--- config.mk ---
export PLATFORM = sky130hd
export DESIGN_NAME = cmd_pro_gen
export DESIGN_NICKNAME = d
export VERILOG_FILES = /design/src/rtl/cmd_pro_gen.sv
export SDC_FILE = /design/constraint.sdc
export NUM_CORES = 1
export LEC_CHECK = 0
export CAP_MARGIN = 20
export CORE_UTILIZATION = 57
export CTS_CLUSTER_DIAMETER = 30
export DETAILED_ROUTE_END_ITERATION = 10
export PLACE_DENSITY_LB_ADDON = 0.2
export SLEW_MARGIN = 20
export SYNTH_ARGS = -nofsm -noshare
export SYNTH_HDL_FRONTEND = slang
export SYNTH_SLANG_ARGS = --single-unit
--- constraint.sdc ---
create_clock -name clk -period 7.7 [get_ports clk]
set_clock_uncertainty 0.15 [all_clocks]
set_input_delay 1.54 -clock clk [delete_from_list [all_inputs] [get_ports clk]]
set_output_delay 1.54 -clock clk [all_outputs]
set_load 0.005 [all_outputs]
--- src/rtl/cmd_pro_gen.sv ---
// cmd_pro_gen: three-word command processor (opcode, A, B) feeding a WIDTH-bit ALU,
// with inter-word timeout and error pulse. Define CMD_PRO_STATUS_EN for a trailing {carry, zero} word.
module cmd_pro_gen #(
  parameter int WIDTH   = 8,
  parameter int TIMEOUT = 1000
) (
  input  logic             clk,
  input  logic             res,
  input  logic [WIDTH-1:0] din_pro,
  input  logic             en_din_pro,
  input  logic             tx_busy,
  output logic [WIDTH-1:0] dout_pro,
  output logic             en_dout_pro,
  output logic             err,
  output logic             idle
);

  localparam int SHW = $clog2(WIDTH);
  localparam int CW  = (TIMEOUT < 2) ? 1 : $clog2(TIMEOUT + 1);
  localparam logic [CW-1:0] CNT_LAST = CW'((TIMEOUT > 0) ? TIMEOUT - 1 : 0);

  typedef enum logic [2:0] {
    IDLE,
    GET_A,
    GET_B,
    CALC,
    SEND
`ifdef CMD_PRO_STATUS_EN
    , SEND_ST
`endif
  } state_e;

  state_e           state_q, state_d;
  logic [7:0]       op_q, op_d;
  logic [WIDTH-1:0] a_q, a_d;
  logic [WIDTH-1:0] b_q, b_d;
  logic [CW-1:0]    cnt_q, cnt_d;
  logic [WIDTH-1:0] dout_q, dout_d;
  logic             en_q, en_d;
  logic             err_q, err_d;
  logic [WIDTH-1:0] alu_res;
  logic             op_legal;
`ifdef CMD_PRO_STATUS_EN
  logic             alu_carry;
  logic             carry_q, carry_d;
  logic             zero_q, zero_d;
`endif

  assign dout_pro    = dout_q;
  assign en_dout_pro = en_q;
  assign err         = err_q;
  assign idle        = (state_q == IDLE);
  assign op_legal    = (din_pro[7:0] >= 8'h0A) && (din_pro[7:0] <= 8'h0F);

  always_comb begin
    alu_res = '0;
`ifdef CMD_PRO_STATUS_EN
    alu_carry = 1'b0;
`endif
    case (op_q)
      8'h0A: begin
`ifdef CMD_PRO_STATUS_EN
        {alu_carry, alu_res} = {1'b0, a_q} + {1'b0, b_q};
`else
        alu_res = a_q + b_q;
`endif
      end
      8'h0B: begin
        alu_res = a_q - b_q;
`ifdef CMD_PRO_STATUS_EN
        alu_carry = (a_q < b_q);
`endif
      end
      8'h0C:   alu_res = a_q & b_q;
      8'h0D:   alu_res = a_q | b_q;
      8'h0E:   alu_res = a_q ^ b_q;
      8'h0F:   alu_res = a_q << b_q[SHW-1:0];
      default: alu_res = '0;
    endcase
  end

  always_comb begin
    state_d = state_q;
    op_d    = op_q;
    a_d     = a_q;
    b_d     = b_q;
    cnt_d   = cnt_q;
    dout_d  = dout_q;
    en_d    = 1'b0;
    err_d   = 1'b0;
`ifdef CMD_PRO_STATUS_EN
    carry_d = carry_q;
    zero_d  = zero_q;
`endif
    case (state_q)
      IDLE: begin
        cnt_d = '0;
        if (en_din_pro) begin
          if (op_legal) begin
            op_d    = din_pro[7:0];
            state_d = GET_A;
          end else begin
            err_d = 1'b1;
          end
        end
      end
      GET_A, GET_B: begin
        if (en_din_pro) begin
          cnt_d = '0;
          if (state_q == GET_A) begin
            a_d     = din_pro;
            state_d = GET_B;
          end else begin
            b_d     = din_pro;
            state_d = CALC;
          end
        end else if (TIMEOUT != 0) begin
          // A word on the edge the counter would reach TIMEOUT wins over the timeout.
          if (cnt_q == CNT_LAST) begin
            err_d   = 1'b1;
            cnt_d   = '0;
            state_d = IDLE;
          end else begin
            cnt_d = cnt_q + CW'(1);
          end
        end
      end
      CALC: begin
        dout_d  = alu_res;
`ifdef CMD_PRO_STATUS_EN
        carry_d = alu_carry;
        zero_d  = (alu_res == '0);
`endif
        state_d = SEND;
      end
      SEND: begin
        if (!tx_busy) begin
          en_d = 1'b1;
`ifdef CMD_PRO_STATUS_EN
          state_d = SEND_ST;
`else
          state_d = IDLE;
`endif
        end
      end
`ifdef CMD_PRO_STATUS_EN
      SEND_ST: begin
        if (!tx_busy) begin
          dout_d      = '0;
          dout_d[1:0] = {carry_q, zero_q};
          en_d        = 1'b1;
          state_d     = IDLE;
        end
      end
`endif
      default: state_d = IDLE;
    endcase
  end

  always_ff @(posedge clk or negedge res) begin
    if (!res) begin
      state_q <= IDLE;
      op_q    <= '0;
      a_q     <= '0;
      b_q     <= '0;
      cnt_q   <= '0;
      dout_q  <= '0;
      en_q    <= 1'b0;
      err_q   <= 1'b0;
`ifdef CMD_PRO_STATUS_EN
      carry_q <= 1'b0;
      zero_q  <= 1'b0;
`endif
    end else begin
      state_q <= state_d;
      op_q    <= op_d;
      a_q     <= a_d;
      b_q     <= b_d;
      cnt_q   <= cnt_d;
      dout_q  <= dout_d;
      en_q    <= en_d;
      err_q   <= err_d;
`ifdef CMD_PRO_STATUS_EN
      carry_q <= carry_d;
      zero_q  <= zero_d;
`endif
    end
  end

endmodule

# Yosys cells after proc, flatten, opt, wreduce, memory -nomap -nowiden
# Index checks and enable logic that the tools add are counted.
dict set report word_totals {
  out_inout_bits 11
  register_bits 47
  in_bits 12
  word_cells 59
}
dict set report classes {
  magnitude_cmp 2
  n_shift 1
  n_eq_ne 15
  n_mux 18
  n_addsub 3
  n_reduce_logical 8
  bitwise 4
}
# op count
set op_table {}
lappend op_table {{$eq A8 B4 Y1 const B} 6}
lappend op_table {{$pmux W8 S6} 1}
lappend op_table {{$mux W10} 2}
lappend op_table {{$pmux W10 S2} 1}
lappend op_table {{$mux W3} 5}
lappend op_table {{$pmux W3 S4} 1}
lappend op_table {{$add A10 B1 Y10 const B} 1}
lappend op_table {{$eq A10 B10 Y1 const B} 1}
lappend op_table {{$reduce_and A3 Y1} 3}
lappend op_table {{$add A8 B8 Y8} 1}
lappend op_table {{$and A8 B8 Y8} 1}
lappend op_table {{$ge A8 B4 Y1 const B} 1}
lappend op_table {{$le A8 B4 Y1 const B} 1}
lappend op_table {{$or A8 B8 Y8} 1}
lappend op_table {{$shl A8 B3 Y8} 1}
lappend op_table {{$sub A8 B8 Y8} 1}
lappend op_table {{$xor A8 B8 Y8} 1}
lappend op_table {{$mux W1} 7}
lappend op_table {{$eq A3 B2 Y1 const B} 2}
lappend op_table {{$ne A2 B2 Y1 const B} 2}
lappend op_table {{$reduce_and A4 Y1} 1}
lappend op_table {{$eq A3 B1 Y1 const B} 1}
lappend op_table {{$eq A3 B3 Y1 const B} 1}
lappend op_table {{$logic_not A3 Y1} 1}
lappend op_table {{other kinds (7)} 7}

# Logic depth before layout (Yosys ltp)
# Gate-level depths: netlist (run 1).
dict set report logic_depth {
  word_depth 5
  ltp_mapped 12
  ltp_nobuf 11
}

# Worst setup path after synthesis (run 1)
# OpenSTA, ideal clock, no wires.
dict set report synth_timing {
  path_type {reg-to-reg}
  start {register op_q[2]}
  end {register dout_q[7], in the netlist dout_pro[7]}
  path_slack_ps 4678
  t_required_ps 7426
  synth_period_minus_slack_ps 3022
  stages_incl_launch_ff 11
  setup_ps 124
  arrival_time_ps 2748
  path_buffers 0
  path_cell_list {dfrtp_1 > or4b_4 > nor4_4 > mux2i_1 > ha_1 > nor2b_1 > o21ai_0 > o21ai_0 > o31ai_1 > xnor2_1 > o21ai_1}
}
dict set report synth_between {
  elab_chain_cells 2
  word_cells_on_any_way 7
  cone_classes {6 x eq/ne; 1 x mux}
}
# element line_no
set synth_rtl {}
lappend synth_rtl {{start, declared} 34} ;# logic [7:0] op_q, op_d;
lappend synth_rtl {{start signal, assigned} 176} ;# op_q <= op_d;
lappend synth_rtl {{$eq A8 B4 Y1} 60} ;# case (op_q)
lappend synth_rtl {{$pmux W8 S6 (*)} 60}
lappend synth_rtl {{end signal, assigned} 180} ;# dout_q <= dout_d;
lappend synth_rtl {{end, declared} 38} ;# logic [WIDTH-1:0] dout_q, dout_d;
# Mark *: on every way between the ends. The rest lies on a longest branch, timed or not.
# A chain may end at the register's enable or synchronous reset.

# Worst setup path after layout (run 1)
dict set report layout_timing {
  start {register op_q[1]}
  end {register dout_q[7], in the netlist dout_pro[7]}
}
# Same word-level chain as after synthesis.

==> results of run 1 <==
## stage by stage
step                        util  hold WS (ns)  cells
final                     0.6694        0.3472    418
after floorplan                -        0.2925    334
after detailed placement  0.6421        0.3332    410
after global placement    0.6421        0.3120    410
after CTS                 0.6689        0.3494    418
after global routing      0.6694        0.3642    418
## power groups by stage
stage	combinational, W	sequential [W]	clock, W
after floorplan	0.000671	0.000379	0
after global placement	0.000741	0.000452	0
after detailed placement	0.000765	0.000456	0
after CTS	0.000772	0.000452	0.000226
after global routing	0.000867	0.000474	0.000239
final	0.000773	0.000455	0.000223
## per-layer routing
metal  wire [um]  part of all wire  vias to the layer above  track usage
met5           0                 0                        -            0
met4         131             0.020                        0      0.08462
met3         321             0.048                       12      0.04910
met2        2938              0.44                       78       0.3811
met1        3243              0.49                     1145       0.3748
li1            -                 -                     1210            -
## worst paths after layout
| kind | startpoint | to | slack (ns) | cells past startpoint |
|---|---|---|---|---|
| worst max-delay path | op_q[1]$_DFFE_PN0P_ | dout_pro[7]$_DFFE_PN0P_ | 4.09 | 10 |
| worst min-delay path | cnt_q[9]$_DFFE_PN0P_ | cnt_q[9]$_DFFE_PN0P_ | 0.35 | 1 |
| worst max register to register | op_q[1]$_DFFE_PN0P_ | dout_pro[7]$_DFFE_PN0P_ | 4.09 | 10 |
| worst min register to register | cnt_q[9]$_DFFE_PN0P_ | cnt_q[9]$_DFFE_PN0P_ | 0.35 | 1 |
| max in group asynchronous | res | cnt_q[4]$_DFFE_PN0P_ | 5.93 | 1 |
| min in group asynchronous | res | dout_pro[2]$_DFFE_PN0P_ | 1.06 | 1 |
## kinds of logic (layout without fill, tap and decap cells)
logic type	after synthesis	after routing	synth area share
adders and majority gates	27	27	0.1087
AOI/OAI and AO/OA	85	85	0.1623
buffers and inverters	35	49	0.05870
DFF	47	47	0.3704
muxes	20	20	0.08117
and+or+nand+nor	105	105	0.1749
xor gates and xnor gates	15	15	0.04374
## area by class of cell
cell class / instances / share of cell area
multi-input combinational: 252 / 0.5171
tap: 70 / 0.02498
inverter: 19 / 0.02034
sequential: 47 / 0.3355
timing repair buffer: 22 / 0.06210
clock buffer: 5 / 0.01963
clock inverter: 3 / 0.02034
## cell usage in the layout (no fill, tap or decap), types with 5 or more instances in the layout
master / synthesis / final
ha_1: 26 / 26
mux2_2: 6 / 6
dfrtp_1: 47 / 47
o21ai_0: 41 / 41
a21oi_1: 12 / 12
xnor2_1: 12 / 12
nand3_1: 8 / 8
nand2b_1: 6 / 6
a31oi_1: 5 / 5
nor2_1: 19 / 19
nand2_1: 39 / 39
o221ai_1: 5 / 5
nor2b_1: 6 / 6
clkdlybuf4s50_1: 0 / 21
inv_1: 18 / 18
mux2i_1: 10 / 10
clkbuf_8: 3 / 5
## critical path, delay by kind of cell (launching register included)
kind	cells	cell delay, ns
fa+ha+maj	1	0.29
simple gates	3	0.84
flops	1	0.95
mux	1	0.38
compound gates	4	0.74
xor+xnor	1	0.15
## flip-flops by register name, indices dropped and copies added, names as in the netlist
register	flops
a_q	8
b_q	8
cnt_q	10
dout_pro	8
en_dout_pro	1
err	1
op_q	8
state_q	3
==> impl_results.md, run 1 <==
* Syn avg cell area at 9.508 sq um
* CP most frequent cell: o21ai_0
* Achievable frequency at 0.2772 GHz
* Core footprint at 5238 sq um
* Filler cells at 434
* CTS max path bufs at 2
* CTS tree: yes
* Overall Power at 0.001450 W
* Final setup viols at 0
* Initial Util at 0.6063
* Detailed Route WL at 6636 um
* Max_slew headroom at 0.3432
* Cells along the critical path: nand2_1, nor4_4, mux2i_1, ha_1, nor2b_1, o21ai_0, o21ai_0, o31ai_1, xnor2_1, o21ai_1
* NetSw at 0.0006231 W
* Vias/cell at 5.849
* Final Max Slew Viols at 0
* Seq pwr share at 0.314
* Placed wire-length estimate at 4920 um
* Final Cycle Share at 0.4686
* Post-Synthesis Cells at 334
* DR DRC count at 0
* Yosys warns at 0
* TNS Setup at 0 ns
* Worst skew pair latency at 0.31 ns
* Routed Antenna Nets at 0
* Mapped cell area at 3176 sq um
* Hold Path Class: flop to flop
* Dominant synthesized flop cell: dfrtp_1
* Final Hold Fails at 0
* Height of the die at 76.64 um
* Top post-synthesis cells by area: dfrtp_1 (37%), ha_1 (10%), o21ai_0 (6.5%), nand2_1 (4.6%), xnor2_1 (3.3%)
* Placed inst area at 3363 sq um
* Most common cell in the netlist: dfrtp_1
* Multi-input logic area at 1813 sq um
* Wire length of the first global-routing pass at 11640 um
* Port buffer count at 22
* Crit-path slowest cell: dfrtp_1
* Post-synth EDFFs at 0
* Clock Tree Root: clkbuf_8
* Pwr Density at 413.7 nW/um^2
* Total I/O pin count at 23
* Synth top cells by count: dfrtp_1 (47), o21ai_0 (41), nand2_1 (39)
* FF+latch area at 1176 sq um
* Leakage power at 1.538 nW
* Routed len/inst at 15.88 um
* Largest net degree at the start of global routing at 48
* Placement Rows at 26
* Ant. Diodes at 0
* # hold bufs at CTS at 0
* Crit start category: flop
* DR iter-0 viols at 115
* RSZ-0062 raised after global routing: no
* Die width at 76.64 um
* # nets final at 386
* Routed via count at 2445
* Clock-pin slew on the worst setup and hold paths at 0.09 ns
* Distinct cells, synth at 52
* Total Routing Usage GR at 0.2564
* Data required time of the critical path at 7.74 ns
* Share of the synthesized area in the top cell type at 0.3704
* Syn Nets at 373
* Worst-path fanout max at 28
* Vias in the first global route at 2352
* Worst setup EP type: flop
* Cell area after layout at 3506 sq um
* Crit path arrival time at 3.65 ns
* Crit path kind: flop to flop
* H-tree lvl count at 2
* Die area at 5874 sq um
* Slowest stage delay, CP at 0.95 ns
* Post-CTS Setup Inserts at 0
* Crit path time final at 3.608 ns
* Int Power at 0.0008273 W
* Number of synthesized register bits at 47
* Antenna violations before repair at 0
* Drt pass-1 iters at 4
* Sw Ratio at 0.4296
* Worst vdd ir at 0.1933 mV
* Num CTS Buffers at 5
* # resized after CTS at 0
* Pre-CTS setup slack at 3.889 ns
* Final worst setup slack at 4.092 ns
* Register area share after synthesis at 0.3704
* Combinational share of power at 0.533
* Sink Count at 47
* Layout area overhead at 10.40%
* Clock share of power at 0.154
* Global route overflow at 0
* Max-cap viol count at 0
* Status: complete, no violations
* Cell taking the most area after synthesis: dfrtp_1
* Worst Tran Pin Value at 0.9809 ns
* Async set-reset flop share out of synthesis at 1.000
* RePlAce Congestion at 0.9221
* Share of layout cells above drive strength 1 at 0.08908
Power figures use the tool's default switching activity.
==> run 2: changes to the inputs <==
==> constraint.sdc (replaced) <==
create_clock -name clk -period 3.77 [get_ports clk]
set_clock_uncertainty 0.15 [all_clocks]
set_input_delay 0.754 -clock clk [delete_from_list [all_inputs] [get_ports clk]]
set_output_delay 0.754 -clock clk [all_outputs]
set_load 0.005 [all_outputs]
==> impl_results.md, run 2 (synthesis gave the netlist of run 1 again) <==
* Status: complete, no violations
* Wire length of the first global-routing pass at 11430 um (-1.8%)
* Height of the die at 76.64 um (unchanged)
* Antenna violations before repair at 0 (unchanged)
* H-tree lvl count at 2 (unchanged)
* RePlAce Congestion at 0.8787 (-4.7%)
* CTS max path bufs at 2 (unchanged)
* Drt pass-1 iters at 4 (unchanged)
* RSZ-0062 raised after global routing: no
* Leakage power at 1.546 nW (+0.54%)
* Hold Path Class: primary input to asynchronous set/reset pin
* Worst setup EP type: flop
* Vias in the first global route at 2308 (-1.9%)
* Worst-path fanout max at 7 (-75%)
* Routed Antenna Nets at 0 (unchanged)
* Layout area overhead at 10.52%
* DR iter-0 viols at 162 (+41%)
* Final Hold Fails at 0 (unchanged)
* Max_slew headroom at 0.6113 (+0.2681)
* Routed via count at 2485 (+1.6%)
* Max-cap viol count at 0 (unchanged)
* Crit start category: flop
* Initial Util at 0.6063 (unchanged)
* Data required time of the critical path at 3.81 ns (-3.93 ns)
* Die width at 76.64 um (unchanged)
* Largest net degree at the start of global routing at 48 (unchanged)
* Worst vdd ir at 0.3864 mV (+100%)
* Final Max Slew Viols at 0 (unchanged)
* Placement Rows at 26 (unchanged)
* Clock Tree Root: clkbuf_8
* CTS tree: yes
* Total I/O pin count at 23 (unchanged)
* Global route overflow at 0 (unchanged)
* # hold bufs at CTS at 0 (unchanged)
* Port buffer count at 22 (unchanged)
* Crit path kind: flop to flop
* Multi-input logic area at 1813 sq um (unchanged)
* Crit path time final at 3.311 ns (-0.2971 ns)
* Largest register FFs at 10 (unchanged)
* Final core utilization at 0.6701 (+0.0007170)
* Routed len/inst at 15.90 um (+0.13%)
* Pwr Density at 816.6 nW/um^2 (+97%)
* Post-CTS Setup Inserts at 0 (unchanged)
* Ant. Diodes at 0 (unchanged)
* Crit path arrival time at 3.35 ns (-0.30 ns)
* Total Routing Usage GR at 0.2503 (-0.006151)
* Placed inst area at 3408 sq um (+1.3%)
* Sink Count at 47 (unchanged)
* Placed wire-length estimate at 4996 um (+1.6%)
* FF+latch area at 1176 sq um (unchanged)
* # nets final at 392 (+1.6%)
* Clock-pin slew on the worst setup and hold paths at 0.09 ns (about the same)
* Worst r2r path cells at 10 (unchanged)
* Final setup viols at 0 (unchanged)
* # resized after CTS at 0 (unchanged)
* Share of layout cells above drive strength 1 at 0.1045 (+0.01544)
* Final Cycle Share at 0.8783 (+0.4097)
* Worst Tran Pin Value at 0.5831 ns (-0.3978 ns)
* Core footprint at 5238 sq um (unchanged)
* Commonest non-fill, non-tap cell in the layout: dfrtp_1
* Cell area after layout at 3510 sq um (+0.11%)
* Vias/cell at 5.861 (+0.20%)
* Largest Register: cnt_q
* Filler cells at 459 (+5.8%)
* Num CTS Buffers at 5 (unchanged)
* TNS Setup at 0 ns (unchanged)
* Detailed Route WL at 6740 um (+1.6%)
* Worst skew pair latency at 0.30 ns (about the same)
* Commonest cells after routing, fill and taps aside: dfrtp_1 (47), o21ai_0 (41), nand2_1 (39)
* Die area at 5874 sq um (unchanged)
* Achievable frequency at 0.3020 GHz (+9.0%)
* DR DRC count at 0 (unchanged)
run 2: where the power goes:
group | switching (W) | internal, W | total (W) | leakage (nW)
Combinational | 0.000882 | 0.000802 | 0.00168 | 0.879
Clock | 0.000179 | 0.000150 | 0.000329 | 0.0474
Sequential | 0.000207 | 0.000646 | 0.000853 | 0.620
Total | 0.00127 | 0.00160 | 0.00287 | 1.55
run 2: worst paths after layout:
kind | start | end | slack, ns
setup / recovery | op_q[2]$_DFFE_PN0P_ | dout_pro[7]$_DFFE_PN0P_ | 0.46
hold / removal | res | dout_pro[2]$_DFFE_PN0P_ | 0.29
setup reg to reg | op_q[2]$_DFFE_PN0P_ | dout_pro[7]$_DFFE_PN0P_ | 0.46
hold reg to reg | cnt_q[9]$_DFFE_PN0P_ | cnt_q[9]$_DFFE_PN0P_ | 0.33
max in group asynchronous | res | b_q[4]$_DFFE_PN0P_ | 2.78
min in group clk | cnt_q[9]$_DFFE_PN0P_ | cnt_q[9]$_DFFE_PN0P_ | 0.33
run 2: cell type report:
type	instances	share of cell area
clock inverters	2	0.004635
flip-flops and latches	47	0.3351
inverters	19	0.02032
repair buffers	28	0.07487
multi-input cells	252	0.5166
well taps	70	0.02496
clock buffers	6	0.02353
run 2: critical path, cell delays in order, from the launching register on:
cell and delay [ns]:
dfrtp_1 0.45, or4b_4 0.57, nor4_4 0.36, mux2i_1 0.36, ha_1 0.28, nor2b_1 0.12, o21ai_0 0.20, o21ai_0 0.19
o31ai_1 0.27, xnor2_1 0.15, o21ai_1 0.08
run 2: routing by layer:
metal,track usage,part of all wire
met3,0.04072,0.034
met4,0.09231,0.021
met5,0,0
met1,0.3720,0.50
met2,0.3658,0.44
run 2: stage by stage:
stage / hold slack, ns / std cells / setup WS (ns) / total power, W
global route: 0.3364 / 424 / 0.2353 / 0.003108
global placement: 0.3217 / 416 / 0.5337 / 0.002471
finish: 0.2855 / 424 / 0.4589 / 0.002866
CTS: 0.3335 / 424 / 0.4619 / 0.002862
floorplan: 0.2925 / 334 / 0.7479 / 0.002145
detailed placement: 0.3191 / 416 / 0.4738 / 0.002517
